<file path="src/rtl/alarm_ctrl_pkg.sv">
// rtl/alarm_ctrl_pkg.sv - shared types, field widths and defaults for the alarm controller
package alarm_ctrl_pkg;
  localparam int HOUR_W   = 5;
  localparam int MIN_W    = 6;
  localparam int SEC_W    = 6;
  localparam int TIMER_W  = 9;
  localparam int SNOOZE_W = 2;

  localparam int DEF_RING_TIMEOUT_S = 60;
  localparam int DEF_SNOOZE_S       = 300;
  localparam int DEF_MAX_SNOOZE     = 3;

  typedef enum logic [1:0] {
    ST_IDLE,
    ST_ARMED,
    ST_RINGING,
    ST_SNOOZE
  } alarm_state_t;
endpackage

</file>
<file path="src/rtl/alarm_ctrl_tick_down_counter.sv">
// rtl/alarm_ctrl_tick_down_counter.sv - loadable down-counter that holds at zero
module tick_down_counter
  import alarm_ctrl_pkg::*;
#(
  parameter int W = TIMER_W
) (
  input  logic         clk,
  input  logic         reset,
  input  logic         load,
  input  logic [W-1:0] load_val,
  input  logic         en,
  output logic [W-1:0] count,
  output logic         zero
);
  assign zero = (count == '0);

  // load beats enable; enable at zero is a no-op so the count never wraps
  always_ff @(posedge clk or posedge reset) begin
    if (reset)
      count <= '0;
    else if (load)
      count <= load_val;
    else if (en && !zero)
      count <= count - W'(1);
  end
endmodule

</file>
<file path="src/rtl/alarm_ctrl.sv">
// rtl/alarm_ctrl.sv - alarm clock controller: match detect, ring timeout, snooze and buzzer
module alarm_ctrl
  import alarm_ctrl_pkg::*;
#(
  parameter int RING_TIMEOUT_S = DEF_RING_TIMEOUT_S,
  parameter int SNOOZE_S       = DEF_SNOOZE_S,
  parameter int MAX_SNOOZE     = DEF_MAX_SNOOZE
) (
  input  logic                clk,
  input  logic                reset,
  input  logic                tick_1hz,
  input  logic [HOUR_W-1:0]   cur_hour,
  input  logic [MIN_W-1:0]    cur_min,
  input  logic [SEC_W-1:0]    cur_sec,
  input  logic [HOUR_W-1:0]   set_hour,
  input  logic [MIN_W-1:0]    set_min,
  input  logic                set_alarm,
  input  logic                alarm_en,
  input  logic                btn_stop,
  input  logic                btn_snooze,
  output logic [HOUR_W-1:0]   alm_hour,
  output logic [MIN_W-1:0]    alm_min,
  output logic                ringing,
  output logic                buzz,
  output logic                snoozing,
  output logic [SNOOZE_W-1:0] snooze_left
);
  localparam int TMAX = (1 << TIMER_W) - 1;

  if (RING_TIMEOUT_S < 1 || RING_TIMEOUT_S > TMAX) begin : g_bad_ring
    $error("RING_TIMEOUT_S must be 1..511");
  end
  if (SNOOZE_S < 1 || SNOOZE_S > TMAX) begin : g_bad_snooze
    $error("SNOOZE_S must be 1..511");
  end
  if (MAX_SNOOZE < 0 || MAX_SNOOZE > (1 << SNOOZE_W) - 1) begin : g_bad_max
    $error("MAX_SNOOZE does not fit snooze_left");
  end

  localparam logic [TIMER_W-1:0]  RING_LD   = TIMER_W'(RING_TIMEOUT_S);
  localparam logic [TIMER_W-1:0]  SNOOZE_LD = TIMER_W'(SNOOZE_S);
  localparam logic [SNOOZE_W-1:0] LEFT_LD   = SNOOZE_W'(MAX_SNOOZE);

  alarm_state_t        state, state_n;
  logic                match, match_q, trigger;
  logic                phase, phase_n;
  logic [SNOOZE_W-1:0] left_n;
  logic                tmr_load, tmr_en, tmr_zero, tmr_done;
  logic [TIMER_W-1:0]  tmr_val, tmr_count;

  assign match    = (cur_hour == alm_hour) && (cur_min == alm_min) && (cur_sec == '0);
  assign trigger  = match && !match_q;
  assign tmr_done = tmr_zero || (tmr_count == TIMER_W'(1));

  // match_q starts high so a reset landing on the alarm minute cannot fire
  always_ff @(posedge clk or posedge reset) begin
    if (reset) begin
      alm_hour <= '0;
      alm_min  <= '0;
      match_q  <= 1'b1;
    end else begin
      if (set_alarm) begin
        alm_hour <= set_hour;
        alm_min  <= set_min;
      end
      match_q <= match;
    end
  end

  always_ff @(posedge clk or posedge reset) begin
    if (reset) begin
      state       <= ST_IDLE;
      phase       <= 1'b0;
      snooze_left <= '0;
    end else begin
      state       <= state_n;
      phase       <= phase_n;
      snooze_left <= left_n;
    end
  end

  always_comb begin
    state_n  = state;
    phase_n  = phase;
    left_n   = snooze_left;
    tmr_load = 1'b0;
    tmr_val  = RING_LD;
    tmr_en   = 1'b0;
    if (!alarm_en) begin
      state_n = ST_IDLE;
      left_n  = '0;
    end else begin
      case (state)
        ST_IDLE: state_n = ST_ARMED;
        ST_ARMED: begin
          if (trigger) begin
            state_n  = ST_RINGING;
            tmr_load = 1'b1;
            left_n   = LEFT_LD;
            phase_n  = 1'b1;
          end
        end
        ST_RINGING: begin
          if (btn_stop) begin
            state_n = ST_ARMED;
          end else if (btn_snooze && snooze_left != '0) begin
            state_n  = ST_SNOOZE;
            tmr_load = 1'b1;
            tmr_val  = SNOOZE_LD;
            left_n   = snooze_left - SNOOZE_W'(1);
          end else if (tick_1hz) begin
            tmr_en  = 1'b1;
            phase_n = !phase;
            if (tmr_done) state_n = ST_ARMED;
          end
        end
        ST_SNOOZE: begin
          if (btn_stop) begin
            state_n = ST_ARMED;
          end else if (tick_1hz) begin
            if (tmr_done) begin
              state_n  = ST_RINGING;
              tmr_load = 1'b1;
              phase_n  = 1'b1;
            end else begin
              tmr_en = 1'b1;
            end
          end
        end
        default: state_n = ST_IDLE;
      endcase
    end
  end

  tick_down_counter #(.W(TIMER_W)) u_timer (
    .clk      (clk),
    .reset    (reset),
    .load     (tmr_load),
    .load_val (tmr_val),
    .en       (tmr_en),
    .count    (tmr_count),
    .zero     (tmr_zero)
  );

  assign ringing  = (state == ST_RINGING);
  assign snoozing = (state == ST_SNOOZE);
  assign buzz     = ringing && phase;
endmodule

</file>
<file path="config.mk">
export PLATFORM = sky130hd
export DESIGN_NAME = alarm_ctrl
export DESIGN_NICKNAME = d
export VERILOG_FILES = /design/src/rtl/alarm_ctrl_pkg.sv /design/src/rtl/alarm_ctrl_tick_down_counter.sv /design/src/rtl/alarm_ctrl.sv
export SDC_FILE = /design/constraint.sdc
export NUM_CORES = 1
export LEC_CHECK = 0
export CORE_ASPECT_RATIO = 2
export CORE_MARGIN = 2
export CORE_UTILIZATION = 49
export CTS_CLUSTER_SIZE = 8
export DETAILED_ROUTE_END_ITERATION = 16
export PLACE_DENSITY = 0.95
export SLEW_MARGIN = 20
export SYNTH_ARGS = -nofsm -noshare
export SYNTH_HDL_FRONTEND = slang
export SYNTH_SLANG_ARGS = --single-unit
</file>
<file path="constraint.sdc">
create_clock -name clk -period 3.85 [get_ports clk]
set_input_delay 0.77 -clock clk [delete_from_list [all_inputs] [get_ports clk]]
set_output_delay 0.77 -clock clk [all_outputs]
set_load 0.01 [all_outputs]
</file>
==> results.py <==
metrics = {
    "clock_network": {
        "max-clock-path-buffers": 2,
        "cts.repair.resized": 0,
        "cts-buffers-inserted": 3,
        "cts_root_buffer": "clkbuf_8",
        "insertion_delay_ns": 0.26,
        "cts_tree": "done",
        "h-tree-depth": 1,
        "cts.clk_slew.worst_paths_ns": 0.08,
        "ctsHoldBuffers": 0,
        "cts_setup_buffers": 0,
        "clock_sinks": 26,
    },
    "logic_synthesis": {
        "synth-seq-cells": 26,
        "syn_avg_cell_area_um2": 10.0,
        "synth_area_mm2": 0.00158,
        "synth_nets": 196,
        "yosys_warnings": 0,
        "syn_inst": 157,
        "ys_seq_area_share_pct": 41.3,
        "synth_cell_types": 47,
    },
    "timing": {
        "period_share_pct": 69.0,
        "rsz0062_at_grt": "no",
        "hold_violations": 0,
        "setup_viol": 0,
        "fmaxAchievable_mhz": 377,
        "finClkSkew_ns": 0.00410,
        "slew_headroom_pct": 36.9,
        "slew_viol_final": 0,
        "final.setup.tns_ns": 0,
        "fin_ws_ns": 1.19,
        "period_needed_ns": 2.66,
        "holdWs_ns": 0.540,
        "tightestPinTransition_ns": 0.946,
    },
    "die": {
        "rows": 29,
        "core_area_mm2": 0.00312,
        "die_w_um": 44.1,
        "dieArea_mm2": 0.00372,
        "initial_core_util_pct": 50.6,
        "io_pins": 51,
        "die_y_um": 84.3,
    },
    "routing": {
        "vias": 1374,
        "drtIter0Drc": 35,
        "wl_per_cell_um": 14.8,
        "wl_um": 3520,
        "ant_nets": 0,
        "drtPass1Iterations": 4,
        "drc": 0,
        "viasPerCell": 5.80,
    },
    "critical_path": {
        "path_cells": "clkdlybuf4s50_1 -> or4_1 -> nor4_1 -> a32o_1 -> o21ai_0",
        "crit_slowest_cell": "nor4_1",
        "worst-endpoint-required_ns": 3.99,
        "reg2reg_depth": 7,
        "start_kind": "input pin",
        "end_kind": "flop",
        "arrival_ns": 2.80,
        "critPathKind": "in -> reg",
        "cp_max_fo": 10,
        "reg2reg_slack_ns": 1.67,
        "slowest_delay_ns": 0.54,
    },
    "global_route": {
        "grt_start_max_net_pins": 27,
        "grt_pass1_wl_um": 5850,
        "antenna_found_initial": 0,
        "grtUsageTotal_pct": 20.5,
        "grt_pass1_vias": 1439,
        "grt_overflow": 0,
    },
    "pwr": {
        "power_density_mw_per_mm2": 272,
        "peakVddDrop_v": 0.000343,
        "leakage_nw": 0.915,
    },
    "placed_design": {
        "dp_cells": 233,
        "detailedPlace.worstSlack_ns": 0.953,
        "port_buffers": 50,
        "place_congestion": 0.781,
        "dp_hpwl_um": 2770,
    },
    "min_path": {
        "hold_path_class": "reg -> reg",
        "hold_depth": 2,
    },
    "final_layout": {
        "area_growth_pct": 36.3,
        "fin_nets": 246,
        "layoutNonFillerInstCount": 237,
        "drive_above_1_share_pct": 11.7,
        "antenna_cells": 0,
        "fillerInstances": 209,
    },
    "job": {
        "drv_cap": 0,
    },
    "run_status": {
        "status": "completed",
    },
}
==> per-stage QoR <==
stage | power, mW | instance area, um^2 | util (%)
after floorplan | 0.351 | 1580 | -
after global placement | 0.419 | 2100 | 67.2
after detailed placement | 0.422 | 2100 | 67.2
after CTS | 0.594 | 2150 | 68.9
after global routing | 0.611 | 2150 | 68.9
final | 0.585 | 2150 | 68.9
==> sequential cells by signal, indices dropped and copies added, names as in the netlist <==
name,cells
state,2
alm_min,6
match_q,1
u_timer.count,9
snooze_left,2
alm_hour,5
phase,1
==> per-layer routing <==
layer | routed length [um] | share of wire (%) | up-vias | global-route usage [%]
li1 | - | - | 667 | -
met1 | 1290 | 37 | 648 | 20.5
met2 | 1960 | 56 | 49 | 37.2
met3 | 164 | 4.7 | 10 | 3.44
met4 | 103 | 2.9 | 0 | 11.8
met5 | 0 | 0 | - | 0
==> final cells by class <==
type                       instances  area, um^2  share of cell area (%)
multi-input combinational        114         860                    40.0
sequential                        26         652                    30.3
timing repair buffer              50         500                    23.3
clock buffer                       4        55.1                    2.56
inverter                          12        45.0                    2.09
tap                               31        38.8                    1.80
==> cells in the final DEF (no fill, tap or decap), types with 3 or more instances in the layout <==
cell type | Yosys | routed
inv_1 | 12 | 12
o2111ai_1 | 4 | 4
nor4_1 | 3 | 3
ha_1 | 4 | 4
nor2_1 | 14 | 14
nand2b_1 | 6 | 6
mux2_2 | 10 | 10
xor2_1 | 6 | 6
nand2_1 | 8 | 8
xnor2_1 | 6 | 6
nor3_1 | 3 | 3
or3_1 | 3 | 3
dfrtp_1 | 25 | 25
clkdlybuf4s50_1 | 0 | 50
o21ai_0 | 5 | 5
clkbuf_8 | 0 | 4
a21oi_1 | 4 | 4
o31a_1 | 3 | 3
==> report_power, final <==
group	switching, mW	total, mW	internal, mW
Sequential	0.0145	0.301	0.287
Clock	0.0771	0.168	0.0912
Combinational	0.0420	0.116	0.0736
==> cell usage after synthesis (all sizes together) <==
library cell | n | area (um^2)
nand4 | 2 | 12.5
a31o | 1 | 8.76
or2 | 1 | 6.26
ha | 4 | 50.1
xnor2 | 6 | 52.6
and3 | 2 | 12.5
nor2 | 14 | 52.6
a222oi | 1 | 10.0
mux2 | 10 | 113
a31oi | 1 | 6.26
o2111ai | 4 | 35.0
o21ba | 1 | 10.0
inv | 12 | 45.0
nand3 | 1 | 5.00
clkbuf | 2 | 7.51
o211ai | 1 | 12.5
buf | 3 | 13.8
and4b | 2 | 20.0
a32o | 1 | 10.0
or3 | 4 | 30.0
o21bai | 1 | 7.51
o311a | 2 | 20.0
a21oi | 4 | 20.0
nand3b | 1 | 7.51
a211oi | 1 | 7.51
nor3b | 1 | 18.8
dfrtp | 25 | 626
xor2 | 6 | 52.6
and4 | 1 | 8.76
or3b | 1 | 11.3
or4 | 2 | 15.0
nor3 | 3 | 15.0
dfstp | 1 | 26.3
nand2b | 6 | 37.5
o21ai | 6 | 41.3
nor2b | 2 | 12.5
and2 | 2 | 12.5
nor4 | 3 | 18.8
o31ai | 1 | 7.51
a41o | 1 | 10.0
o2111a | 1 | 12.5
o31a | 3 | 26.3
nand2 | 8 | 30.0
mux2i | 2 | 20.0
==> cells by family (layout without fill, tap and decap cells) <==
family | count (synthesis) | after routing | share of synthesized area (%)
adder cells (fa/ha/maj) | 4 | 4 | 3.17
multiplexers | 12 | 12 | 8.41
buffers and inverters | 17 | 66 | 4.20
AND/OR/NAND/NOR | 56 | 56 | 20.7
AO/OA/AOI/OAI | 30 | 30 | 15.5
flip-flops | 26 | 26 | 41.3
XOR/XNOR | 12 | 12 | 6.66
==> critical path: cells and delay by family <==
family	cells	cell delay (ns)
AND/OR/NAND/NOR	2	1.05
AO/OA/AOI/OAI	2	0.59
buffers and inverters	1	0.39
==> final timing paths <==
kind	from	to
hold reg to reg	u_timer.count[7]$_DFFE_PP0P_	u_timer.count[7]$_DFFE_PP0P_
setup / recovery	cur_sec[0]	u_timer.count[8]$_DFFE_PP0P_
min in group asynchronous	reset	alm_hour[3]$_DFFE_PP0P_
max in group asynchronous	reset	phase$_DFFE_PP0P_
hold / removal	u_timer.count[7]$_DFFE_PP0P_	u_timer.count[7]$_DFFE_PP0P_
setup reg to reg	u_timer.count[0]$_DFFE_PP0P_	u_timer.count[5]$_DFFE_PP0P_
Note: power is estimated with default switching activity, not from simulation.
==> variant: new RTL, config.mk and constraints unchanged <==
`MIN_W`: 6 -> 12.
--- a/src/rtl/alarm_ctrl_pkg.sv
+++ b/src/rtl/alarm_ctrl_pkg.sv
@@ -2,5 +2,5 @@
 package alarm_ctrl_pkg;
   localparam int HOUR_W   = 5;
-  localparam int MIN_W    = 6;
+  localparam int MIN_W    = 12;
   localparam int SEC_W    = 6;
   localparam int TIMER_W  = 9;
Interface: changed (resized alm_min, cur_min and set_min); port bits go from 51 to 69. The function was not compared with the original's and may differ.
==> variant against the unedited design <==
Global-route usage grew 3.2 points; non-clock buffer count is 19 higher; critical path depth down 2; sequential cell count is 6 higher; count of clock-buffer cells in the layout up 3; design area increased by 26%; worst setup slack got worse by 0.094 ns; synthesized area increased by 20%; wire length is 38% higher; critical path type is now flop to output pin.
Power is not compared: it rests on default switching activity, and its combinational part moved more than twofold at a synthesized area within 25%.
==> variant: results (changes against the unedited design) <==
| Metric | Value |
|---|---|
| Synth Net Count | `231 (+18%)` |
| Top cells by area, synth | `dfrtp_1, mux2_2, xnor2_1, ha_1, nor2_1` |
| Synth Area per Inst | `10.5 um2 (+4.4%)` |
| Worst skew pair latency | `0.28 ns (+0.02 ns)` |
| Reg2reg path depth | `5 (-2)` |
| RR Startpoint | `u_timer.count[4]$_DFFE_PP0P_` |
| Final GP Congestion | `0.912 (+17%)` |
| DR vias | `1,695 (+23%)` |
| Nets | `302 (+23%)` |
| Leak | `1.03 nW` |
| Port Buffers | `68 (+36%)` |
| Detailed Place HPWL | `3.68 mm (+33%)` |
| Distinct cells, synth | `46 (-2.1%)` |
| Postcts setup bufs | `0 (unchanged)` |
| Worst path top cell family by delay | `simple AND/OR/NAND/NOR gates` |
| Post-CTS Resized | `0 (unchanged)` |
| Total GRT Usage | `0.237 (+0.0315)` |
| HP Start | `u_timer.count[5]$_DFFE_PP0P_` |
| Clk root buf | `clkbuf_8` |
| Share of cells above drive strength 1 | `0.147 (+0.0309)` |
| Slowest CP cell | `dfrtp_1` |
| Worst hold slack | `0.542 ns (+0.00228 ns)` |
| Post-synth top cells | `dfrtp_1, xnor2_1, mux2_2` |
| Hold Path Class | `flop to flop` |
| Critical Path Start | `state[1]$_DFFE_PP0P_` |
| Initial DRC Count | `41 (+17%)` |
| Worst IR drop on VDD | `0.000325 V` |
| Worst path max stage delay | `0.56 ns (+0.02 ns)` |
| Top flop regs | `alm_min (12), u_timer.count (9), alm_hour (5)` |
| First-pass GRT wire length | `7.63 mm (+30%)` |
| # diodes | `0 (unchanged)` |
| Antenna violations before repair | `0 (unchanged)` |
| Critical Path AT | `1.98 ns (-0.82 ns)` |
| Outcome | `finished clean` |
| H-Tree Depth | `2 (+1)` |
| TritonCTS Buffers | `5 (+2)` |
| Setup Skew | `0.00249 ns (-0.00161 ns)` |
| Fmax | `0.364 GHz (-3.4%)` |
| Vias/cell | `5.61 (-3.2%)` |
| Clock Pin Slew Worst Setup and Hold Paths | `0.06 ns (-0.02 ns)` |
| Net Sw Power | `0.270 mW` |
| CTS max path bufs | `2 (unchanged)` |
| Hold Path Depth | `2 (unchanged)` |
| WL final | `4.84 mm (+38%)` |
| Worst Setup EP | `buzz` |
| FF-to-FF End | `u_timer.count[8]$_DFFE_PP0P_` |
| Largest net degree at the start of global routing | `33 (+22%)` |
| Setup tns final | `0 ns (unchanged)` |
| Min-Delay Endpoint | `u_timer.count[5]$_DFFE_PP0P_` |
| Tightest Pin Transition | `0.784 ns (-0.161 ns)` |
| DP Worst Slack | `0.950 ns (-0.00274 ns)` |
| Post-synthesis sequential area ratio | `0.425 (+0.0116)` |
| Area after DPL | `2620 um2 (+25%)` |
| Share of flip-flops with an asynchronous set or reset | `1.00 (unchanged)` |
| Reg2reg setup slack | `1.59 ns (-0.08 ns)` |
| Worst-path fanout max | `14 (+4)` |
==> variant: cell count changes after synthesis, moves of 4 or more <==
cell / before / now
nand2b_1: 6 / 1
xnor2_1: 6 / 20
o2111ai_1: 4 / 0
dfrtp_1: 25 / 31
nor2_1: 14 / 10
mux2_2: 10 / 18
==> variant: final cells by class <==
type	instances	area (um2)
inverter	9	33.8
multi-input combinational	134	1030
timing repair buffer	69	688
tap	51	63.8
fill	297	1050
sequential	32	802
clock buffer	7	96.3
==> variant: cells by family after synthesis <==
family | share of synthesized area
AND/OR/NAND/NOR | 0.192
adder cells (fa/ha/maj) | 0.0265
AO/OA/AOI/OAI | 0.110
flip-flops | 0.425
XOR/XNOR | 0.111
buffers and inverters | 0.0285
multiplexers | 0.107
==> variant: routing by layer <==
metal  track usage  vias to the layer above  wire, um
li1              -                      785         -
met1         0.288                      812      1830
met2         0.383                       88      2480
met3        0.0551                       10       432
met4        0.0946                        0       103
met5             0                        -         0
